--- src/rtl/traffic_pkg.sv ---
// traffic_pkg
//   Types shared between the traffic-light controller and its sensor conditioner.
//   light_t   : controller light encoding (3 is unused and counts as not GREEN)
//   sens_st_t : per-road sensor channel state
//   max2      : elaboration-time helper used to size shared counters
package traffic_pkg;

  typedef enum logic [1:0] {
    GREEN  = 2'd0,
    YELLOW = 2'd1,
    RED    = 2'd2
  } light_t;

  typedef enum logic [2:0] {
    IDLE    = 3'd0,
    QUAL    = 3'd1,
    PRESENT = 3'd2,
    GAP     = 3'd3,
    MAXOUT  = 3'd4
  } sens_st_t;

  function automatic int max2(input int a, input int b);
    return (a > b) ? a : b;
  endfunction

endpackage

--- src/rtl/traffic_sensor_cond_channel.sv ---
// sensor_channel
//   One road's detector conditioner: two-flop synchroniser, debounce/gap-stretch
//   FSM and a green-time counter that forces a release once the road's own light
//   has been GREEN for MAX_GREEN cycles while presence is held.
//   Ports:
//     clk   in  1  system clock, rising edge
//     rst   in  1  synchronous active-high reset
//     raw   in  1  raw detector line, asynchronous
//     light in  2  this road's controller light (light_t encoding)
//     t     out 1  conditioned presence (registered)
module sensor_channel
  import traffic_pkg::*;
#(
  parameter int DEB_CYC   = 3,
  parameter int GAP_CYC   = 4,
  parameter int MAX_GREEN = 20
) (
  input  logic       clk,
  input  logic       rst,
  input  logic       raw,
  input  logic [1:0] light,
  output logic       t
);

  localparam int CNT_W  = $clog2(max2(DEB_CYC, GAP_CYC) + 1);
  localparam int GCNT_W = $clog2(MAX_GREEN + 1);

  localparam logic [CNT_W-1:0]  CNT_ZERO  = {CNT_W{1'b0}};
  localparam logic [CNT_W-1:0]  CNT_ONE   = CNT_W'(1);
  localparam logic [CNT_W-1:0]  DEB_LAST  = CNT_W'(DEB_CYC - 1);
  localparam logic [CNT_W-1:0]  GAP_LAST  = CNT_W'(GAP_CYC - 1);
  localparam logic [GCNT_W-1:0] GCNT_ZERO = {GCNT_W{1'b0}};
  localparam logic [GCNT_W-1:0] GCNT_ONE  = GCNT_W'(1);
  localparam logic [GCNT_W-1:0] GCNT_LAST = GCNT_W'(MAX_GREEN - 1);
  localparam logic [GCNT_W-1:0] GCNT_MAX  = GCNT_W'(MAX_GREEN);

  logic              s1_q;
  logic              s2_q;
  sens_st_t          state_q;
  sens_st_t          state_d;
  logic [CNT_W-1:0]  cnt_q;
  logic [CNT_W-1:0]  cnt_d;
  logic [GCNT_W-1:0] gcnt_q;
  logic [GCNT_W-1:0] gcnt_d;
  logic              t_q;
  logic              t_d;

  logic green_s;
  logic holding_s;
  logic maxout_hit_s;

  // Next-state, debounce/gap counter and green-time counter.
  always_comb begin
    state_d      = state_q;
    cnt_d        = cnt_q;
    gcnt_d       = gcnt_q;
    green_s      = (light == GREEN);
    holding_s    = (state_q == PRESENT) || (state_q == GAP);
    // Forced release wins over every other transition on this edge.
    maxout_hit_s = green_s && holding_s && (gcnt_q == GCNT_LAST);

    if (maxout_hit_s) begin
      state_d = MAXOUT;
      cnt_d   = CNT_ZERO;
    end else begin
      case (state_q)
        IDLE: begin
          if (s2_q) begin
            if (DEB_CYC == 1) begin
              state_d = PRESENT;
              cnt_d   = CNT_ZERO;
            end else begin
              state_d = QUAL;
              cnt_d   = CNT_ONE;
            end
          end else begin
            state_d = IDLE;
            cnt_d   = CNT_ZERO;
          end
        end
        QUAL: begin
          if (!s2_q) begin
            state_d = IDLE;
            cnt_d   = CNT_ZERO;
          end else if (cnt_q == DEB_LAST) begin
            state_d = PRESENT;
            cnt_d   = CNT_ZERO;
          end else begin
            state_d = QUAL;
            cnt_d   = cnt_q + CNT_ONE;
          end
        end
        PRESENT: begin
          if (!s2_q) begin
            if (GAP_CYC == 1) begin
              state_d = IDLE;
              cnt_d   = CNT_ZERO;
            end else begin
              state_d = GAP;
              cnt_d   = CNT_ONE;
            end
          end else begin
            state_d = PRESENT;
            cnt_d   = CNT_ZERO;
          end
        end
        GAP: begin
          if (s2_q) begin
            state_d = PRESENT;
            cnt_d   = CNT_ZERO;
          end else if (cnt_q == GAP_LAST) begin
            state_d = IDLE;
            cnt_d   = CNT_ZERO;
          end else begin
            state_d = GAP;
            cnt_d   = cnt_q + CNT_ONE;
          end
        end
        MAXOUT: begin
          // Detector is ignored until our own light leaves GREEN.
          if (!green_s) begin
            state_d = IDLE;
            cnt_d   = CNT_ZERO;
          end else begin
            state_d = MAXOUT;
            cnt_d   = CNT_ZERO;
          end
        end
        default: begin
          state_d = IDLE;
          cnt_d   = CNT_ZERO;
        end
      endcase
    end

    if (!green_s) begin
      gcnt_d = GCNT_ZERO;
    end else if (maxout_hit_s) begin
      gcnt_d = GCNT_ZERO;
    end else if (holding_s) begin
      if (gcnt_q < GCNT_MAX) begin
        gcnt_d = gcnt_q + GCNT_ONE;
      end else begin
        gcnt_d = gcnt_q;
      end
    end else begin
      gcnt_d = gcnt_q;
    end

    // T decodes the next state so it lines up with the state register.
    t_d = (state_d == PRESENT) || (state_d == GAP);
  end

  // Synchroniser, state, counters and output register with synchronous reset.
  always_ff @(posedge clk) begin
    if (rst) begin
      s1_q    <= 1'b0;
      s2_q    <= 1'b0;
      state_q <= IDLE;
      cnt_q   <= CNT_ZERO;
      gcnt_q  <= GCNT_ZERO;
      t_q     <= 1'b0;
    end else begin
      s1_q    <= raw;
      s2_q    <= s1_q;
      state_q <= state_d;
      cnt_q   <= cnt_d;
      gcnt_q  <= gcnt_d;
      t_q     <= t_d;
    end
  end

  assign t = t_q;

endmodule

--- src/rtl/traffic_sensor_cond.sv ---
// traffic_sensor_cond
//   Conditions the raw vehicle detectors of roads A and B into the Ta/Tb presence
//   inputs of the traffic-light controller. The two roads are independent copies
//   of sensor_channel, each fed back with its own controller light.
//   Ports:
//     clk   in  1  system clock, rising edge
//     rst   in  1  synchronous active-high reset
//     raw_a in  1  raw detector, road A (asynchronous, may bounce)
//     raw_b in  1  raw detector, road B (asynchronous, may bounce)
//     La    in  2  controller light, road A (GREEN=0, YELLOW=1, RED=2)
//     Lb    in  2  controller light, road B
//     Ta    out 1  conditioned presence, road A
//     Tb    out 1  conditioned presence, road B
module traffic_sensor_cond
  import traffic_pkg::*;
#(
  parameter int DEB_CYC   = 3,
  parameter int GAP_CYC   = 4,
  parameter int MAX_GREEN = 20
) (
  input  logic       clk,
  input  logic       rst,
  input  logic       raw_a,
  input  logic       raw_b,
  input  logic [1:0] La,
  input  logic [1:0] Lb,
  output logic       Ta,
  output logic       Tb
);

  sensor_channel #(
    .DEB_CYC   (DEB_CYC),
    .GAP_CYC   (GAP_CYC),
    .MAX_GREEN (MAX_GREEN)
  ) u_chan_a (
    .clk   (clk),
    .rst   (rst),
    .raw   (raw_a),
    .light (La),
    .t     (Ta)
  );

  sensor_channel #(
    .DEB_CYC   (DEB_CYC),
    .GAP_CYC   (GAP_CYC),
    .MAX_GREEN (MAX_GREEN)
  ) u_chan_b (
    .clk   (clk),
    .rst   (rst),
    .raw   (raw_b),
    .light (Lb),
    .t     (Tb)
  );

endmodule

--- config.mk ---
export PLATFORM = sky130hd
export DESIGN_NAME = traffic_sensor_cond
export DESIGN_NICKNAME = d
export VERILOG_FILES = /design/src/rtl/traffic_pkg.sv /design/src/rtl/traffic_sensor_cond_channel.sv /design/src/rtl/traffic_sensor_cond.sv
export SDC_FILE = /design/constraint.sdc
export NUM_CORES = 1
export LEC_CHECK = 0
export ABC_CLOCK_PERIOD_IN_PS = 2000
export CORE_MARGIN = 2
export CORE_UTILIZATION = 40
export CTS_CLUSTER_DIAMETER = 120
export DETAILED_ROUTE_END_ITERATION = 7
export GPL_TIMING_DRIVEN = 0
export SLEW_MARGIN = 20
export SYNTH_ARGS = -nofsm -noshare
export SYNTH_HDL_FRONTEND = slang
export SYNTH_HIERARCHICAL = 1
export SYNTH_SLANG_ARGS = --single-unit
--- constraint.sdc ---
create_clock -name clk -period 2 [get_ports clk]
set_input_delay 0.3 -clock clk [delete_from_list [all_inputs] [get_ports clk]]
set_output_delay 0.3 -clock clk [all_outputs]
set_load 0.03 [all_outputs]
==> results.env <==
SYNTHFLOPTYPE='sky130_fd_sc_hd__dfxtp_1'
NUMCLOCKSINKS=28
WORST_SKEW_PAIR.LATE_LATENCY_PS=320
CP-START-KIND='register'
GRT-OVFL-TOTAL=0
WL_MET3_MICRONS=56
CTS_MAX_PATH_BUFFERS=2
CTS-HOLD-FIX-BUFFERS=0
DIEAREA_SQ_MM=0.00383
SYN-MEAN-INSTANCE-AREA_SQ_UM=9.45
POSTSYNTHCELLCOUNT=142
SYNTH_FP_NETS=160
HOLD_WS_PS=459
ROUTE.MET2.WL_MICRONS=982
PIN_COUNT=10
SYN2LAYOUT_AREA_GROWTH_PCT=13.7
WORSTSETUPENDPOINTTYPE='primary output'
WORST_CLOCK_SKEW_PS=5.17
FLOORPLAN.INITIALDENSITY_PCT=40.8
WORST-ENDPOINT-REQUIRED_PS=1700
CLOCK-ROOT-BUFFER='sky130_fd_sc_hd__clkbuf_4'
CRITPATHBUFINV=1
INITIAL_ANTENNA_VIOLATION_COUNT=0
SYNTH_SEQUENTIAL_AREA_RATIO_PCT=41.8
RUN_STATUS='complete, no violations'
FINAL_COMMON_CELL='sky130_fd_sc_hd__dfxtp_1'
FINAL_CELL_MIX='28 x sky130_fd_sc_hd__dfxtp_1, 16 x sky130_fd_sc_hd__nor2_1, 10 x sky130_fd_sc_hd__nand2_1, 10 x sky130_fd_sc_hd__ha_1'
POWER_PER_CELL_AREA_mW_PER_MM2=578
NUM-NETS-FINAL=174
FIRST_PASS_ITERS=4
YS_WARN_COUNT=6
CP_DATA_ARRIVAL_TIME_PS=1320
GRT_PASS1_WL_MM=3.70
PORT-BUFFER-COUNT=9
CTS_TREE='yes'
DRC_ERRORS=0
SYNTH_TOP_AREA_CELL='sky130_fd_sc_hd__dfxtp_1'
P_LEAK_nW=0.537
HOLDCRITPATHCLASS='register to register'
GRT_MAX_DEGREE=16
SLEW_VIOL_FINAL=0
WORSTMARGINPINSLEW_PS=479
WIRELENGTH_MET1_MM=1.12
GLOBALROUTETOTALUTIL_PCT=13.0
YS_FF_LATCH=28
FP-ROW-COUNT=21
DRT-TOTAL-WL_MM=2.18
FINALSETUPVIOLCOUNT=0
GRT_PASS1_VIAS=869
YS_ASYNC_SR_FRACTION_PCT=0
CORE_SQ_MM=0.00328
AVERAGE_WIRE_PER_STANDARD_CELL_MICRONS=10.8
FINAL_CELL_AREA_SQ_MM=0.00153
WORSTPATHMAXFANOUT=1
DR_TOTAL_VIAS=1007
SHARE_OF_THE_SYNTHESIZED_AREA_IN_THE_TOP_CELL_TYPE_PCT=41.8
TOP_LAYER='met4'
POST_CTS_BUFFERS=0
PLACE.GP.CONGESTION=0.713
MAXSLEWHEADROOM_PCT=68.0
POST_CTS.RESIZED_INSTANCES=0
WORST_VDD_DROP_mV=0.247
CRITPATHMAXSTAGEDELAY_PS=660
CLOCK_SLEW_SEEN_BY_THE_REGISTERS_OF_THE_WORST_SETUP_AND_HOLD_PATHS_PS=140
CRIT_PATH_CELL_TRACE='clkdlybuf4s50_1'
DIE_HEIGHT_MICRONS=61.9
SYNTH.TOP_CELLS.BY_AREA='sky130_fd_sc_hd__dfxtp_1 42%, sky130_fd_sc_hd__ha_1 9.3%, sky130_fd_sc_hd__nor2_1 4.5%, sky130_fd_sc_hd__nor2b_1 4.2%, sky130_fd_sc_hd__nand2_1 2.8%'
ANTENNADIODECOUNT=0
CRIT_SLOWEST_CELL='sky130_fd_sc_hd__clkdlybuf4s50_1'
CPLARGESTDELAYFAMILY='buffers and inverters'
CTS_MAX_LEVEL=1
PERIOD_SHARE_PCT=80.8
DRIVE_ABOVE_1_SHARE_PCT=11.0
PLACE.DETAILED.HPWL_MM=1.65
MAPPEDNETLISTAREA_SQ_MM=0.00134
TIMING.FINAL.HOLD_VIOLATIONS=0
MINIMUM_PERIOD_IMPLIED_BY_THE_FINAL_WORST_SETUP_SLACK_PS=1620
TOTALNEGATIVESETUPSLACK_PS=0
CRITICAL_PATH_START_END_CLASSIFICATION='register to primary output'
MAX-CAP-VIOLATIONS=0
NUMCTSBUFFERS=3
ROUTED_VIA_DENSITY=5.01
DPL-INSTANCE-AREA_SQ_MM=0.00149
YS_TYPES=38
FMAX_MHz=619
DIE_W_MICRONS=61.9
SYNTH-EDFF-COUNT=0
DRT_ITER0_DRC=38
POSTROUTEANTENNANETS=0
GRT_SETUP_UNREPAIRED='no'
[metrics by stage]
stage	setup slack [ps]	std cells	util [%]	total power, mW
3_5_place_dp	204	197	45.3	0.626
4_1_cts	353	201	46.4	0.905
6_report	383	201	46.4	0.882
2_1_floorplan	554	142	-	0.601
5_1_grt	318	201	46.4	0.930
3_3_place_gp	248	197	45.3	0.626
[synthesized netlist by cell type (2+ instances only)]
cell / number
sky130_fd_sc_hd__a211o_1: 3
sky130_fd_sc_hd__a211oi_1: 2
sky130_fd_sc_hd__a21o_1: 2
sky130_fd_sc_hd__a21oi_1: 5
sky130_fd_sc_hd__a22oi_1: 2
sky130_fd_sc_hd__dfxtp_1: 28
sky130_fd_sc_hd__ha_1: 10
sky130_fd_sc_hd__inv_1: 8
sky130_fd_sc_hd__nand2_1: 10
sky130_fd_sc_hd__nand2b_1: 6
sky130_fd_sc_hd__nand3_1: 3
sky130_fd_sc_hd__nand4_1: 2
sky130_fd_sc_hd__nor2_1: 16
sky130_fd_sc_hd__nor2b_1: 9
sky130_fd_sc_hd__nor3_2: 3
sky130_fd_sc_hd__nor4_1: 3
sky130_fd_sc_hd__o21ai_0: 5
sky130_fd_sc_hd__o22ai_1: 2
sky130_fd_sc_hd__xor2_1: 4
[sequential cells by signal, indices dropped and copies added, names as in the netlist]
name              flops
u_chan_a/s2_q         1
u_chan_b/s1_q         1
u_chan_a/cnt_q        3
u_chan_a/gcnt_q       5
u_chan_b/cnt_q        3
u_chan_a/state_q      3
u_chan_a/s1_q         1
u_chan_b/gcnt_q       5
u_chan_b/state_q      3
u_chan_a/t            1
u_chan_b/t            1
u_chan_b/s2_q         1
[logic make-up (layout without fill, tap and decap cells)]
family                   count (synthesis)  after routing  synth area share, %
AO/OA/AOI/OAI                           28             28                 15.0
XOR/XNOR                                 5              5                 3.26
adder cells (fa/ha/maj)                 10             10                 9.33
flip-flops                              28             28                 41.8
AND/OR/NAND/NOR                         63             63                 28.4
buffers and inverters                    8             21                 2.24
[layout make-up]
class	count	area, sq um
sequential	28	561
multi-input combinational	106	751
fill	336	1760
clock buffer	4	36.3
inverter	8	30.0
tap	46	57.6
timing repair buffer	9	90.1
[metal layers]
metal	up-vias	track usage, %
li1	529	-
met1	464	18.0
met2	12	19.7
met3	2	2.48
met4	0	5.47
met5	-	0
[power breakdown]
part / internal (mW) / total [mW] / leakage (nW) / switching [mW]
Sequential: 0.564 / 0.568 / 0.227 / 0.00406
Clock: 0.111 / 0.268 / 0.0210 / 0.157
Combinational: 0.0242 / 0.0461 / 0.289 / 0.0219
[final timing paths]
kind,start,end,slack (ps),cells after the start
max,u_chan_a/t,Ta,380,1
min,u_chan_a/s1_q,u_chan_a/s2_q,460,1
max reg2reg,u_chan_b/gcnt_q[0],u_chan_b/gcnt_q[4],410,5
min reg2reg,u_chan_a/s1_q,u_chan_a/s2_q,460,1
Note: power is estimated with default switching activity, not from simulation.
==> RTL edit 1 (same flow settings) <==
Register the output `Tb`, without a reset; this adds one clock of latency there. The other outputs are not delayed to match.
--- a/src/rtl/traffic_sensor_cond.sv
+++ b/src/rtl/traffic_sensor_cond.sv
@@ -29,4 +29,6 @@
 );
 
+  logic Tb_d;
+
   sensor_channel #(
     .DEB_CYC   (DEB_CYC),
@@ -50,6 +52,10 @@
     .raw   (raw_b),
     .light (Lb),
-    .t     (Tb)
+    .t     (Tb_d)
   );
+
+  always_ff @(posedge clk) begin
+      Tb <= Tb_d;
+  end
 
 endmodule
Check against the original RTL: not equivalent (a bounded check fails within 10 cycles, from zero or initial values and one cycle with rst high).
==> RTL edit 1 against the original RTL <==
- worst setup slack better by 0.024 ns
- total power is 9.8% higher
- count of clock-buffer cells in the layout is 2 higher
- wire length is 4.7% higher
- first-iteration DRC count is 47% lower
- final area is 2.3% higher
- area after synthesis is 1.5% higher
- sequential cell count is 1 higher
- largest power group unchanged
==> RTL edit 1: results (changes against the original RTL) <==
Clock network
  • Max clock buf depth: 2 (unchanged)
  • Post-CTS Setup Inserts: 0 (unchanged)
  • Cts bufs inserted: 5 (+2)
  • Clock transition at path regs: 0.09 ns (-0.05 ns)
  • H-tree levels: 2 (+1)
  • Clk_lat worst skew: 0.32 ns (about the same)
  • Clk root buf: clkbuf_4

Power and ir drop
  • Max VDD drop: 0.2789 mV (+13%)
  • Leakage power: 0.5556 nW (+3.6%)

Global route
  • First-pass GRT wire length: 4.257 mm (+15%)
  • Number of global-route vias before repair: 982 (+13%)
  • Met2 Use GR: 0.2133 (+0.01632)
  • Initial antenna violation count: 0 (unchanged)
  • Grt met1 use: 0.1689 (-0.01059)
  • GRT Overall Usage: 0.1372 (+0.007604)
  • Met3 GRT Util: 0.05435 (+0.02950)
  • Largest net degree at the start of global routing: 14 (-2)

Cells and area
  • Share of layout cells above drive strength 1: 0.1250 (+0.01532)
  • Largest registers: u_chan_a/gcnt_q x5, u_chan_b/gcnt_q x5
  • Fillers: 342 (+1.8%)
  • Nets: 177 (+1.7%)

Drt
  • Wl on met1: 1.121 mm (+0.36%)
  • DR vias/cell: 4.971 (-0.78%)
  • Routed wl met3: 82 um (+46%)
  • Routed Antenna Nets: 0 (unchanged)
  • Routed wire length: 2.279 mm (+4.7%)
  • Routed met2 length: 1.024 mm (+4.3%)
  • Drt initial violations: 20 (-47%)

Synth
  • Ys async rst share: 0 (unchanged)
  • Yosys cell types: 38 (unchanged)
  • Syn nets: 161 (+0.63%)
  • Synth top area cells: dfxtp_1 (43%), ha_1 (9.2%), nor2_1 (4.4%)
  • Register area share after synthesis: 0.4265 (+0.008560)
  • Top cells by count, synth: dfxtp_1 (29), nor2_1 (16), ha_1 (10), nand2_1 (10), nor2b_1 (9)

Critical path
  • CP delay by family, top: buffers and inverters
  • R2R depth: 5 (unchanged)
  • Critical path origin: Tb
  • Crit path max-delay cell type: clkdlybuf4s50_1
  • R2R Path End: u_chan_b/gcnt_q[3]
  • Critical path data arrival time: 1.29 ns (-0.03 ns)
  • Worst setup endpoint: Tb

Placement
  • Pre-CTS setup slack: 0.2229 ns (+0.01845 ns)
  • HPWL Detailed: 1.668 mm (+1.2%)
  • Placer congestion estimate: 0.7338 (+2.9%)

Timing
  • Worst Skew: 0.007695 ns (+0.002522 ns)
  • Worst Tran Pin Value: 0.4730 ns (-0.006202 ns)
  • Final min period: 1.593 ns (-0.02353 ns)

Status
  • Status: complete, no violations

Worst hold path
  • Hold depth: 0 (-1)
==> RTL edit 1: logic make-up (layout without fill, tap and decap cells) <==
| logic type | after synthesis | in the layout | share of synthesized area |
|---|---|---|---|
| AND/OR/NAND/NOR | 63 | 63 | 0.2794 |
| buffers and inverters | 8 | 25 | 0.02206 |
| adder cells (fa/ha/maj) | 10 | 10 | 0.09191 |
| XOR/XNOR | 5 | 5 | 0.03217 |
| flip-flops | 29 | 29 | 0.4265 |
| AO/OA/AOI/OAI | 28 | 28 | 0.1480 |
==> RTL edit 1: layout make-up <==
cell class | count | share of cell area
Multi-Input combinational cell | 106 | 0.4812
Sequential cell | 29 | 0.3721
Timing Repair Buffer | 9 | 0.05774
Tap cell | 46 | 0.03689
Clock buffer | 6 | 0.02646
Inverter | 8 | 0.01925
Clock inverter | 2 | 0.006415
==> RTL edit 1: metrics by stage <==
stage	area (um^2)	std cells	power, W
global route	1560	206	0.001026
CTS	1560	206	0.0009859
detailed placement	1509	198	0.0006465
finish	1560	206	0.0009683
global placement	1509	198	0.0006460
floorplan	1361	143	0.0006218
==> RTL edit 1: report_power, final <==
group / switching [W] / internal [W]
sequential: 0.00000388 / 0.000583
combinational: 0.0000217 / 0.0000243
clock: 0.000202 / 0.000134
==> RTL edit 1: how the worst min path moves through the flow <==
stage	startpoint	endpoint	slack (ns)
finish	u_chan_b/t	Tb	0.33
global route	u_chan_b/t	Tb	0.32
CTS	u_chan_b/t	Tb	0.34
detailed placement	u_chan_b/t	Tb	0.32
global placement	u_chan_b/t	Tb	0.32
floorplan	u_chan_b/t	Tb	0.31
==> RTL edit 2 (same flow settings) <==
Without the edit above. `DEB_CYC` is set to 3 in 2 places; all go to 2.
--- a/src/rtl/traffic_sensor_cond_channel.sv
+++ b/src/rtl/traffic_sensor_cond_channel.sv
@@ -12,5 +12,5 @@
   import traffic_pkg::*;
 #(
-  parameter int DEB_CYC   = 3,
+  parameter int DEB_CYC   = 2,
   parameter int GAP_CYC   = 4,
   parameter int MAX_GREEN = 20
--- a/src/rtl/traffic_sensor_cond.sv
+++ b/src/rtl/traffic_sensor_cond.sv
@@ -15,5 +15,5 @@
   import traffic_pkg::*;
 #(
-  parameter int DEB_CYC   = 3,
+  parameter int DEB_CYC   = 2,
   parameter int GAP_CYC   = 4,
   parameter int MAX_GREEN = 20
Check against the original RTL: not equivalent (a bounded check fails within 10 cycles, from zero or initial values and one cycle with rst high).
==> RTL edit 2 against the original RTL <==
- sequential power about the same
- synthesized cell count unchanged
- sequential cell count unchanged
- wire length increased by 3.5%
- clock power increased by 38%
- worst setup slack got worse by 0.0068 ns
- area after synthesis increased by 0.19%
- critical path depth unchanged
- combinational power increased by 5.6%
- final area increased by 1.2%
- total power increased by 12%
- clock skew increased by 0.0076 ns
==> RTL edit 2: results (changes against the original RTL) <==
Status
  • Status: complete, no violations

Critical path
  • Crit path max-delay cell type: clkdlybuf4s50_1
  • Crit Path Max Fanout: 1 (unchanged)
  • Max incr delay on CP: 0.66 ns (about the same)

Drt
  • Routed wire length: 2.254 mm (+3.5%)
  • DR vias/cell: 5.015 (about the same)
  • Wl on met1: 1.122 mm (+0.45%)
  • Wire per inst: 11.21 um (+3.5%)
  • Routed wl met3: 52 um (-7.1%)
  • Routed met2 length: 1.058 mm (+7.7%)
  • Drt initial violations: 41 (+7.9%)

Power and ir drop
  • Cell Pwr Density: 638.5 mW/mm^2 (+10%)
  • Max VDD drop: 0.3407 mV (+38%)
  • Leakage power: 0.5419 nW (+0.99%)
  • Total combinational power: 0.0000487 W (+5.6%)
  • Clk pwr: 0.000369 W (+38%)
  • Switch Pwr: 0.0001933 W (+5.8%)

Global route
  • GRT Overall Usage: 0.1282 (-0.001404)
  • Initial antenna violation count: 0 (unchanged)
  • Number of global-route vias before repair: 874 (+0.58%)
  • First-pass GRT wire length: 3.698 mm (unchanged)
  • Largest net degree at the start of global routing: 17 (+1)

Synth
  • Yosys cell types: 38 (unchanged)
  • Compound-Gate Fraction of Synth Area: 0.1499 (-0.0002797)
  • XOR/XNOR share of the synthesized area: 0.03259 (-0.00006080)
  • Post-Synth Adder-Cell Area: 0.09311 (-0.0001737)
  • Register area share after synthesis: 0.4171 (-0.0007782)
  • Syn nets: 160 (unchanged)
  • Syn Area/Cell: 9.463 um^2 (+0.19%)
  • Synth top area cells: dfxtp_1 (42%), ha_1 (9.3%), nor2_1 (4.5%)

Clock network
  • Clock transition at path regs: 0.16 ns (+0.02 ns)
  • Clk root buf: clkbuf_4
  • H-tree levels: 1 (unchanged)
  • Post-CTS sizing: 0 (unchanged)
  • Max clock buf depth: 2 (unchanged)
  • Cts bufs inserted: 3 (unchanged)
  • Clk_lat worst skew: 0.33 ns

Timing
  • Worst Tran Pin Value: 0.4853 ns (+0.006133 ns)
  • Worst Skew: 0.01276 ns (+0.007587 ns)

Placement
  • Pre-CTS setup slack: 0.2105 ns (+0.006044 ns)
  • PortBufs: 9 (unchanged)
  • HPWL Detailed: 1.683 mm (+2.1%)
  • Placer congestion estimate: 0.7062 (-1.0%)
  • Placement Cell Area: 0.001491 mm^2 (+0.17%)

Cells and area
  • Share of layout cells above drive strength 1: 0.1097 (unchanged)
  • Nets: 174 (unchanged)

Worst hold path
  • HP Class: flip-flop to flip-flop
RTL edit 2: cell type report:
cell class	instances	area (um^2)
repair buffers	9	90.09
fillers	333	1740
multi-input cells	106	753.2
well taps	46	57.56
flip-flops and latches	28	560.5
clock buffers	3	22.52
clock inverters	1	30.03
inverters	8	30.03
RTL edit 2: path summary, 6_finish.rpt:
kind	start	endpoint	slack (ns)	cells past startpoint
max reg2reg	u_chan_b/gcnt_q[0]	u_chan_b/gcnt_q[1]	0.41	5
min reg2reg	u_chan_a/s1_q	u_chan_a/s2_q	0.46	1
max	u_chan_a/t	Ta	0.38	1
min	u_chan_a/s1_q	u_chan_a/s2_q	0.46	1
RTL edit 2: per-layer routing:
layer  GRT usage  up-vias
met2      0.2039        7
met1      0.1688      471
met4     0.05471        0
met3     0.02484        2
li1            -      528
met5           0        -
